File: config.mk
export PLATFORM = sky130hd
export DESIGN_NAME = lstm_gate_preact
export DESIGN_NICKNAME = d
export VERILOG_FILES = /design/src/rtl/lstm_fx_pkg.sv /design/src/rtl/fx_round_sat.sv /design/src/rtl/lstm_gate_preact.sv
export SDC_FILE = /design/constraint.sdc
export NUM_CORES = 1
export LEC_CHECK = 0
export ABC_AREA = 1
export CAP_MARGIN = 20
export CORE_MARGIN = 10
export CORE_UTILIZATION = 25
export CTS_CLUSTER_SIZE = 8
export DETAILED_ROUTE_END_ITERATION = 10
export PLACE_DENSITY_LB_ADDON = 0.1
export RECOVER_POWER = 50
export SYNTH_ARGS = -nofsm -noshare
export SYNTH_HDL_FRONTEND = slang
export SYNTH_SLANG_ARGS = --single-unit
File: constraint.sdc
create_clock -name clk -period 12.3 [get_ports clk]
set_clock_uncertainty 0.05 [all_clocks]
set_input_delay 1.23 -clock clk [delete_from_list [all_inputs] [get_ports clk]]
set_output_delay 1.23 -clock clk [all_outputs]
set_load 0.1 [all_outputs]
File: src/rtl/lstm_fx_pkg.sv
// Shared fixed-point definitions for the LSTM datapath blocks:
// FSM state encoding, weight-port select codes, constants and width helpers.
package lstm_fx_pkg;

  typedef enum logic [1:0] {
    ST_IDLE,
    ST_ACC,
    ST_FIN,
    ST_OUT
  } state_t;

  localparam logic [1:0] SEL_W = 2'd0;
  localparam logic [1:0] SEL_U = 2'd1;
  localparam logic [1:0] SEL_B = 2'd2;

  localparam logic [63:0] FX_ZERO = 64'd0;

  // 1.0 in a Qm.f format with the given number of fractional bits.
  function automatic logic [63:0] fx_one(input int fract_width);
    return 64'd1 << fract_width;
  endfunction

  function automatic int acc_width(input int data_width, input int vec_len);
    return 2 * data_width + $clog2(2 * vec_len) + 1;
  endfunction

endpackage

File: src/rtl/fx_round_sat.sv
// Combinational round-half-up, arithmetic shift by FRACT_WIDTH, then clamp to DATA_WIDTH.
// Clamping is enabled by LSTM_GATE_PREACT_SAT_EN; otherwise the result wraps and sat is 0.
module fx_round_sat #(
  parameter int IN_W        = 36,
  parameter int DATA_WIDTH  = 16,
  parameter int FRACT_WIDTH = 8
) (
  input  logic signed [IN_W-1:0]       din,
  output logic signed [DATA_WIDTH-1:0] dout,
  output logic                         sat
);

  // One guard bit keeps the rounding bias from overflowing the input width.
  localparam int EXT_W = IN_W + 1;
  localparam logic signed [EXT_W-1:0] HALF  = EXT_W'(1) <<< (FRACT_WIDTH - 1);
  localparam logic signed [EXT_W-1:0] MAX_V = (EXT_W'(1) <<< (DATA_WIDTH - 1)) - EXT_W'(1);
  localparam logic signed [EXT_W-1:0] MIN_V = -MAX_V - EXT_W'(1);

  logic signed [EXT_W-1:0] shifted;

  assign shifted = (EXT_W'(din) + HALF) >>> FRACT_WIDTH;

`ifdef LSTM_GATE_PREACT_SAT_EN
  always_comb begin
    dout = DATA_WIDTH'(shifted);
    sat  = 1'b0;
    if (shifted > MAX_V) begin
      dout = DATA_WIDTH'(MAX_V);
      sat  = 1'b1;
    end else if (shifted < MIN_V) begin
      dout = DATA_WIDTH'(MIN_V);
      sat  = 1'b1;
    end
  end
`else
  assign dout = DATA_WIDTH'(shifted);
  assign sat  = 1'b0;
`endif

endmodule

File: src/rtl/lstm_gate_preact.sv
// LSTM gate pre-activation: streams x/h element pairs and emits round(W.x + U.h + b).
// Output saturation is enabled by defining LSTM_GATE_PREACT_SAT_EN.
module lstm_gate_preact
  import lstm_fx_pkg::*;
#(
  parameter int DATA_WIDTH  = 16,
  parameter int FRACT_WIDTH = 8,
  parameter int VEC_LEN     = 4
) (
  input  logic                         clk,
  input  logic                         rst_n,
  input  logic                         wr_en,
  input  logic [1:0]                   wr_sel,
  input  logic [$clog2(VEC_LEN)-1:0]   wr_addr,
  input  logic [DATA_WIDTH-1:0]        wr_data,
  output logic                         wr_err,
  input  logic                         in_valid,
  output logic                         in_ready,
  input  logic signed [DATA_WIDTH-1:0] x_in,
  input  logic signed [DATA_WIDTH-1:0] h_in,
  output logic                         out_valid,
  input  logic                         out_ready,
  output logic [DATA_WIDTH-1:0]        out_data,
  output logic                         out_sat
);

  localparam int ACC_W = acc_width(DATA_WIDTH, VEC_LEN);
  localparam int CNT_W = $clog2(VEC_LEN);
  localparam int PRD_W = 2 * DATA_WIDTH;
  localparam logic signed [DATA_WIDTH-1:0] W_ONE    = DATA_WIDTH'(fx_one(FRACT_WIDTH));
  localparam logic signed [DATA_WIDTH-1:0] W_ZERO   = DATA_WIDTH'(FX_ZERO);
  localparam logic [CNT_W-1:0]             LAST_IDX = CNT_W'(VEC_LEN - 1);

  state_t                       state_q, state_d;
  logic [CNT_W-1:0]             cnt_q, cnt_d;
  logic signed [ACC_W-1:0]      acc_q, acc_d;
  logic signed [DATA_WIDTH-1:0] w_q [VEC_LEN];
  logic signed [DATA_WIDTH-1:0] w_d [VEC_LEN];
  logic signed [DATA_WIDTH-1:0] u_q [VEC_LEN];
  logic signed [DATA_WIDTH-1:0] u_d [VEC_LEN];
  logic signed [DATA_WIDTH-1:0] b_q, b_d;
  logic signed [DATA_WIDTH-1:0] out_data_q, out_data_d;
  logic                         out_sat_q, out_sat_d;
  logic                         wr_err_q, wr_err_d;

  logic                         beat;
  logic signed [PRD_W-1:0]      prod_w, prod_u;
  logic signed [ACC_W-1:0]      beat_sum, fin_sum;
  logic signed [DATA_WIDTH-1:0] rs_data;
  logic                         rs_sat;

  assign in_ready  = (state_q == ST_IDLE) || (state_q == ST_ACC);
  assign out_valid = (state_q == ST_OUT);
  assign beat      = in_valid && in_ready;
  assign out_data  = out_data_q;
  assign out_sat   = out_sat_q;
  assign wr_err    = wr_err_q;

  // Operands are sign-extended to the product width so the low half holds the exact product.
  always_comb begin
    prod_w   = PRD_W'(w_q[cnt_q]) * PRD_W'(x_in);
    prod_u   = PRD_W'(u_q[cnt_q]) * PRD_W'(h_in);
    beat_sum = ACC_W'(prod_w) + ACC_W'(prod_u);
    fin_sum  = acc_q + (ACC_W'(b_q) <<< FRACT_WIDTH);
  end

  fx_round_sat #(
    .IN_W        (ACC_W),
    .DATA_WIDTH  (DATA_WIDTH),
    .FRACT_WIDTH (FRACT_WIDTH)
  ) u_round_sat (
    .din  (fin_sum),
    .dout (rs_data),
    .sat  (rs_sat)
  );

  always_comb begin
    state_d    = state_q;
    cnt_d      = cnt_q;
    acc_d      = acc_q;
    w_d        = w_q;
    u_d        = u_q;
    b_d        = b_q;
    out_data_d = out_data_q;
    out_sat_d  = out_sat_q;
    wr_err_d   = 1'b0;

    unique case (state_q)
      ST_IDLE: begin
        cnt_d = '0;
        if (beat) begin
          acc_d   = beat_sum;
          cnt_d   = CNT_W'(1);
          state_d = ST_ACC;
        end
      end
      ST_ACC: begin
        if (beat) begin
          acc_d = acc_q + beat_sum;
          if (cnt_q == LAST_IDX) begin
            cnt_d   = '0;
            state_d = ST_FIN;
          end else begin
            cnt_d = cnt_q + CNT_W'(1);
          end
        end
      end
      ST_FIN: begin
        out_data_d = rs_data;
        out_sat_d  = rs_sat;
        state_d    = ST_OUT;
      end
      ST_OUT: begin
        if (out_ready) state_d = ST_IDLE;
      end
      default: state_d = ST_IDLE;
    endcase

    // Weights may only change between vectors; the beat on the same edge sees the old value.
    if (wr_en) begin
      if (state_q != ST_IDLE) begin
        wr_err_d = 1'b1;
      end else begin
        case (wr_sel)
          SEL_W: if (int'(wr_addr) < VEC_LEN) w_d[wr_addr] = wr_data;
          SEL_U: if (int'(wr_addr) < VEC_LEN) u_d[wr_addr] = wr_data;
          SEL_B: b_d = wr_data;
          default: ;
        endcase
      end
    end
  end

  always_ff @(posedge clk or negedge rst_n) begin
    if (!rst_n) begin
      state_q    <= ST_IDLE;
      cnt_q      <= '0;
      acc_q      <= '0;
      for (int i = 0; i < VEC_LEN; i++) begin
        w_q[i] <= W_ONE;
        u_q[i] <= W_ONE;
      end
      b_q        <= W_ZERO;
      out_data_q <= '0;
      out_sat_q  <= 1'b0;
      wr_err_q   <= 1'b0;
    end else begin
      state_q    <= state_d;
      cnt_q      <= cnt_d;
      acc_q      <= acc_d;
      w_q        <= w_d;
      u_q        <= u_d;
      b_q        <= b_d;
      out_data_q <= out_data_d;
      out_sat_q  <= out_sat_d;
      wr_err_q   <= wr_err_d;
    end
  end

endmodule
Yosys cells after proc, flatten, opt, wreduce, memory -nomap -nowiden
Cells that the tools add are included.
- add/sub/neg operators: 5
- multiply operators: 2
- magnitude comparators: 3
- eq/ne operators: 10
- mux-type cells: 24
- bitwise operators: 3
- reductions and logical operators: 13
- operators with widths (cell ; count):
    $bwmux W64 ; 2
    $mux W16 ; 5
    $mux W36 ; 2
    $pmux W36 S2 ; 1
    $bmux W16 S2 ; 2
    $mul A16 B16 Y32 ; 2
    $add A36 B33 Y36 ; 1
    $add A32 B32 Y33 ; 1
    $demux W16 S2 ; 1
    $add A24 B24 Y24 ; 1
    $add A24 B9 Y24 const B ; 1
    $mux W2 ; 6
    $reduce_and A3 Y1 ; 4
    $eq A2 B2 Y1 const B ; 4
    $pmux W2 S4 ; 1
    $ge A3 B3 Y1 const B ; 2
    $not A2 Y3 ; 2
    $eq A2 B1 Y1 const B ; 2
    $logic_not A2 Y1 ; 2
    $ne A2 B1 Y1 const B ; 2
    $ne A2 B2 Y1 const B ; 2
    $pmux W2 S2 ; 1
    $reduce_and A4 Y1 ; 1
    $reduce_bool A2 Y1 ; 2
    7 further kinds ; 10
- register bits: 201
- output and inout bits: 20
- word-level logic and storage cells: 74

Logic depth before layout (Yosys ltp)
- depth in word-level cells: 9
- depth in mapped cells: 49
- gate-level depth less buffers: 45

By module
From an unflattened synthesis, not the netlist that was laid out.
- cells, all modules: 4171
- area total of the unflattened synthesis: 33130.5 um^2
- modules (own cells, without submodules) (module ; times used ; cells an instance ; area each (um^2)):
    lstm_gate_preact ; 1 ; 4085 ; 32717.6
    fx_round_sat ; 1 ; 86 ; 412.9

Worst setup path before layout
OpenSTA, ideal clock, no wires.
- path kind: input port to flip-flop
- start point: input x_in[2]
- end point: register acc_q[21]
- library setup time: 0.066 ns
- arrival: 8.782 ns
- required time: 12.184 ns
- setup slack: 3.403 ns
- stages on the path: 35
- path buffers: 1
- path through: inv_1 > clkbuf_1 > nor2_1 > fa_1 > inv_1 > fa_1 > fa_1 > fa_1 > fa_1 > inv_1 > fa_1 > fa_1 > inv_1 > fa_1 > inv_1 > ha_1 > a21o_1 > nor2_1 > nand2_1 > a31oi_1 > o21ai_1 > a21boi_0 > o21ai_1 > xor2_1 > inv_1 > ha_1 > nand2_1 > nor2_1 > a211oi_1 > o21ai_1 > a21o_1 > or2_2 > nand3_1 > o211ai_1 > nand2_1
- word-level cells in the longest chain between the ends: 5
- elaborated cells between the ends (all ways): 6
- those cells by class: add/sub: 2; mul: 1; mux: 3
- ends and longest elaborated chain (element ; line ; RTL):
    start: declaration ; lstm_gate_preact.sv:19 ; input logic signed [DATA_WIDTH-1:0] x_in,
    $mul A16 B16 Y32 (*) ; lstm_gate_preact.sv:61 ; prod_w = PRD_W'(w_q[cnt_q]) * PRD_W'(x_in);
    $add A32 B32 Y33 (*) ; lstm_gate_preact.sv:63 ; beat_sum = ACC_W'(prod_w) + ACC_W'(prod_u);
    $add A36 B33 Y36 ; lstm_gate_preact.sv:99 ; acc_d = acc_q + beat_sum;
    $mux W36 ; lstm_gate_preact.sv:98 ; if (beat) begin
    $pmux W36 S2 (*) ; lstm_gate_preact.sv:88 ; unique case (state_q)
    end signal: assignment ; lstm_gate_preact.sv:138 ; acc_q <= '0;
    end signal: assignment ; lstm_gate_preact.sv:150 ; acc_q <= acc_d;
    end: declaration ; lstm_gate_preact.sv:36 ; logic signed [ACC_W-1:0] acc_q, acc_d;
Every way passes the cells marked *; elsewhere a longest branch is shown, timed or not. The select of a mux whose other input is x is not followed.
A chain may end at the register's enable or synchronous reset.

Worst setup path after layout
- start point: register cnt_q[0]
- end point: register acc_q[21]
- word-level cells in the longest chain between the ends: 9
- elaborated cells between the ends (all ways): 14
- those cells by class: add/sub: 2; mul: 2; mux: 9; bitwise: 1
- ends and longest elaborated chain (element ; line ; RTL):
    start: declaration ; lstm_gate_preact.sv:35 ; logic [CNT_W-1:0] cnt_q, cnt_d;
    start signal: assignment ; lstm_gate_preact.sv:149 ; cnt_q <= cnt_d;
    $not A2 Y3 (not written as such) (*) ; lstm_gate_preact.sv:61, lstm_gate_preact.sv:62 ;
    $bmux W16 S2 (on tied branches) ; lstm_gate_preact.sv:61, lstm_gate_preact.sv:62 ;
    $mux W16 (on tied branches) (2 in series) ; lstm_gate_preact.sv:61, lstm_gate_preact.sv:62 ;
    $mul A16 B16 Y32 (on tied branches) ; lstm_gate_preact.sv:61, lstm_gate_preact.sv:62 ;
    $add A32 B32 Y33 (*) ; lstm_gate_preact.sv:63 ;
    $add A36 B33 Y36 ; lstm_gate_preact.sv:99 ;
    $mux W36 ; lstm_gate_preact.sv:98 ;
    $pmux W36 S2 (*) ; lstm_gate_preact.sv:88 ;
Marks and branches as above.

==> results.yml <==
run_status:
  status: "complete, but fails checks"
  failed_checks: "capacitance limit, slew limit"
synthesis:
  yosysWarnings: 0
  synthCells: 3099
  yosysTopAreaCell: "fa_1"
  synth_area_sq_um: 25200
  syn_nets: 3745
  syn_area_per_cell_sq_um: 8.12
  async_reset_ff_share_pct: 100
  ys_seq_area_share_pct: 18.8
  synth_cell_type_count: 49
  yosys_most_used_dff: "dfrtp_1"
  synth_edf_count: 0
  synth_top_cells_by_area: "fa_1 (33%), dfrtp_1 (18%), nand2_1 (11%)"
  ys_ff_latch: 189
  synth_top_cell_area_share_pct: 33.0
sta:
  finalCritPeriodShare_pct: 82.2
  hold_viol_final: 0
  final-setup-viol-count: 0
  max_clock_freq_mhz: 98.9
  slew_headroom_pct: -174
  finalMaxSlewViolations: 259
  rsz0062_at_grt: "no"
  fin_ws_ns: 2.19
  fin_crit_ns: 10.11
  fin_tns_setup_ns: 0
  worst-slew-pin-transition_ns: 4.11
clock_network:
  cts_htree_levels: 4
  clk_pin_slew_worst_paths_ns: 0.07
  ctsResizeCount: 0
  cts_sinks: 189
  cts_max_path_buffers: 2
  post_cts_buffers: 0
  ctsHoldBuffers: 0
  cts_buffers: 17
  insertion_delay_ns: 0.48
  cts-root-buf: "clkbuf_16"
  tritoncts: "done"
detailed_routing:
  top_layer: "met5"
  vias_per_cell: 4.30
  wirelength_microns: 83900
  drcViolationCount: 0
  antenna_left: 0
  via_count: 19100
  m1WireLength_microns: 42400
  routed-wl-met3_microns: 2850
  wire_per_inst_microns: 18.9
  met2_length_microns: 37700
  drtIter0Drc: 1052
  dr.pass1.iters: 5
setup_path:
  reg2reg_from: "cnt_q[0]$_DFFE_PN0P_"
  cp-end-kind: "register"
  path_common_cell: "fa_1"
  crit_type: "reg -> reg"
  cp.arrival_ns: 10.48
  cp_max_fo: 66
  path_delay_family: "adder cells"
  critical-path-slowest-cell: "buf_4"
  crit_buf_inv: 8
  r2r-end: "acc_q[21]$_DFFE_PN0P_"
  r2r_setup_slack_ns: 2.19
  start_kind: "register"
  critical_path_required_ns: 12.67
  max_stage_delay_ns: 0.65
  reg2reg_depth: 37
hold_path:
  hold_depth: 2
  hold_start: "out_data[1]$_DFFE_PN0P_"
  holdPathEnd: "out_data[1]$_DFFE_PN0P_"
  min_path_type: "reg -> reg"
placed_design:
  routabilityCongestion: 0.811
  port_buffers: 75
  place_hpwl_microns: 68900
  place_ws_ns: 2.04
die:
  pin_count: 77
  coreArea_sq_um: 100000
  die_y_microns: 337
  die_width_microns: 337
  start_util_pct: 25.2
  die_area_sq_um: 114000
  core.rowCount: 116
global_route:
  gr-usage-all-layers_pct: 15.2
  grt_pass1_vias: 20300
  grt_pass1_wl_microns: 130000
  antenna_found_initial: 5
  grt_max_degree: 73
  grt-ovfl-total: 0
layout:
  syn2layout_area_growth_pct: 10.8
  drive_above_1_share_pct: 3.41
  nets: 3773
  antennaDiodeCount: 0
flow_run:
  drv_cap: 6
==> worst min-delay path: stages, from the launching register on <==
cell and delay, ns:
dfrtp_1 0.34, nand2_1 0.05, nand2_1 0.06
==> cell usage after synthesis, types with 6 or more instances <==
cell type and instances:
inv_2 7, inv_1 661, fa_1 415, o21ai_0 186, dfstp_2 8, nor2_1 310
xnor2_1 24, a21o_1 7, or2_2 6, clkbuf_1 76, buf_4 8, nand3_2 14
ha_1 174, nand2_1 712, nand3b_1 7, xor2_1 28, o21ai_1 15, nor3_1 6
a21oi_1 61, a31oi_1 7, buf_1 6, o211ai_1 9, nand2_2 9, nand3_1 107
dfrtp_1 181
==> cell usage in the layout, fill, tap and decap left out, types with 17 or more instances in the layout <==
master	count
nand2_1	712
ha_1	174
dfrtp_1	180
a21oi_1	61
inv_1	661
clkdlybuf4s50_1	72
o21ai_0	188
nand3_1	107
xor2_1	28
buf_4	22
clkbuf_16	17
xnor2_1	24
nor2_1	310
fa_1	415
==> flip-flops by register name, indices dropped and copies added (netlist names) <==
register and cells:
wr_err 1, u_q 64, cnt_q 2, b_q 16
out_data 16, acc_q 24, w_q 64, state_q 2
==> how the worst max path moves through the flow <==
stage,from,end,slack [ns],cells past startpoint
finish,cnt_q[0]$_DFFE_PN0P_,acc_q[21]$_DFFE_PN0P_,2.19,37
global route,cnt_q[0]$_DFFE_PN0P_,acc_q[23]$_DFFE_PN0P_,1.40,44
CTS,cnt_q[0]$_DFFE_PN0P_,acc_q[21]$_DFFE_PN0P_,2.14,40
detailed placement,x_in[2],acc_q[21]$_DFFE_PN0P_,2.04,35
global placement,x_in[0],acc_q[23]$_DFFE_PN0P_,2.06,39
floorplan,x_in[2],acc_q[21]$_DFFE_PN0P_,3.40,35
==> cell type report <==
class	instances	area, sq um
multi-input combinational	2140	17500
sequential	189	4740
fill	10900	72100
clock buffer	19	433
inverter	672	2520
clock inverter	13	130
tap	1298	1620
timing repair buffer	107	963
==> cells by family after synthesis <==
group / count (synthesis) / share of synthesized area (%)
DFF: 189 / 18.8
other: 1 / 0.0149
adders and majority gates: 589 / 41.7
xor gates and xnor gates: 54 / 1.97
buffers and inverters: 770 / 11.8
AOI/OAI and AO/OA: 311 / 6.64
and+or+nand+nor: 1185 / 19.1
==> routing by layer <==
metal	GRT usage (%)	up-vias
met2	23.9	254
met5	0	-
li1	-	9287
met3	2.18	45
met1	22.2	9485
met4	2.29	8
==> through the flow <==
step | std cells | hold slack, ns | util [%] | area, sq um
4_1_cts | 4438 | 0.440 | 27.9 | 27900
3_3_place_gp | 4406 | 0.417 | 27.4 | 27400
6_report | 4438 | 0.431 | 27.9 | 27900
2_1_floorplan | 3099 | 0.403 | - | 25200
3_5_place_dp | 4406 | 0.417 | 27.4 | 27400
5_1_grt | 4438 | 0.456 | 27.9 | 27900
Power is left out: the tool's default activity adds up to more than one toggle a clock period on the data nets, which glitch-free logic cannot reach.
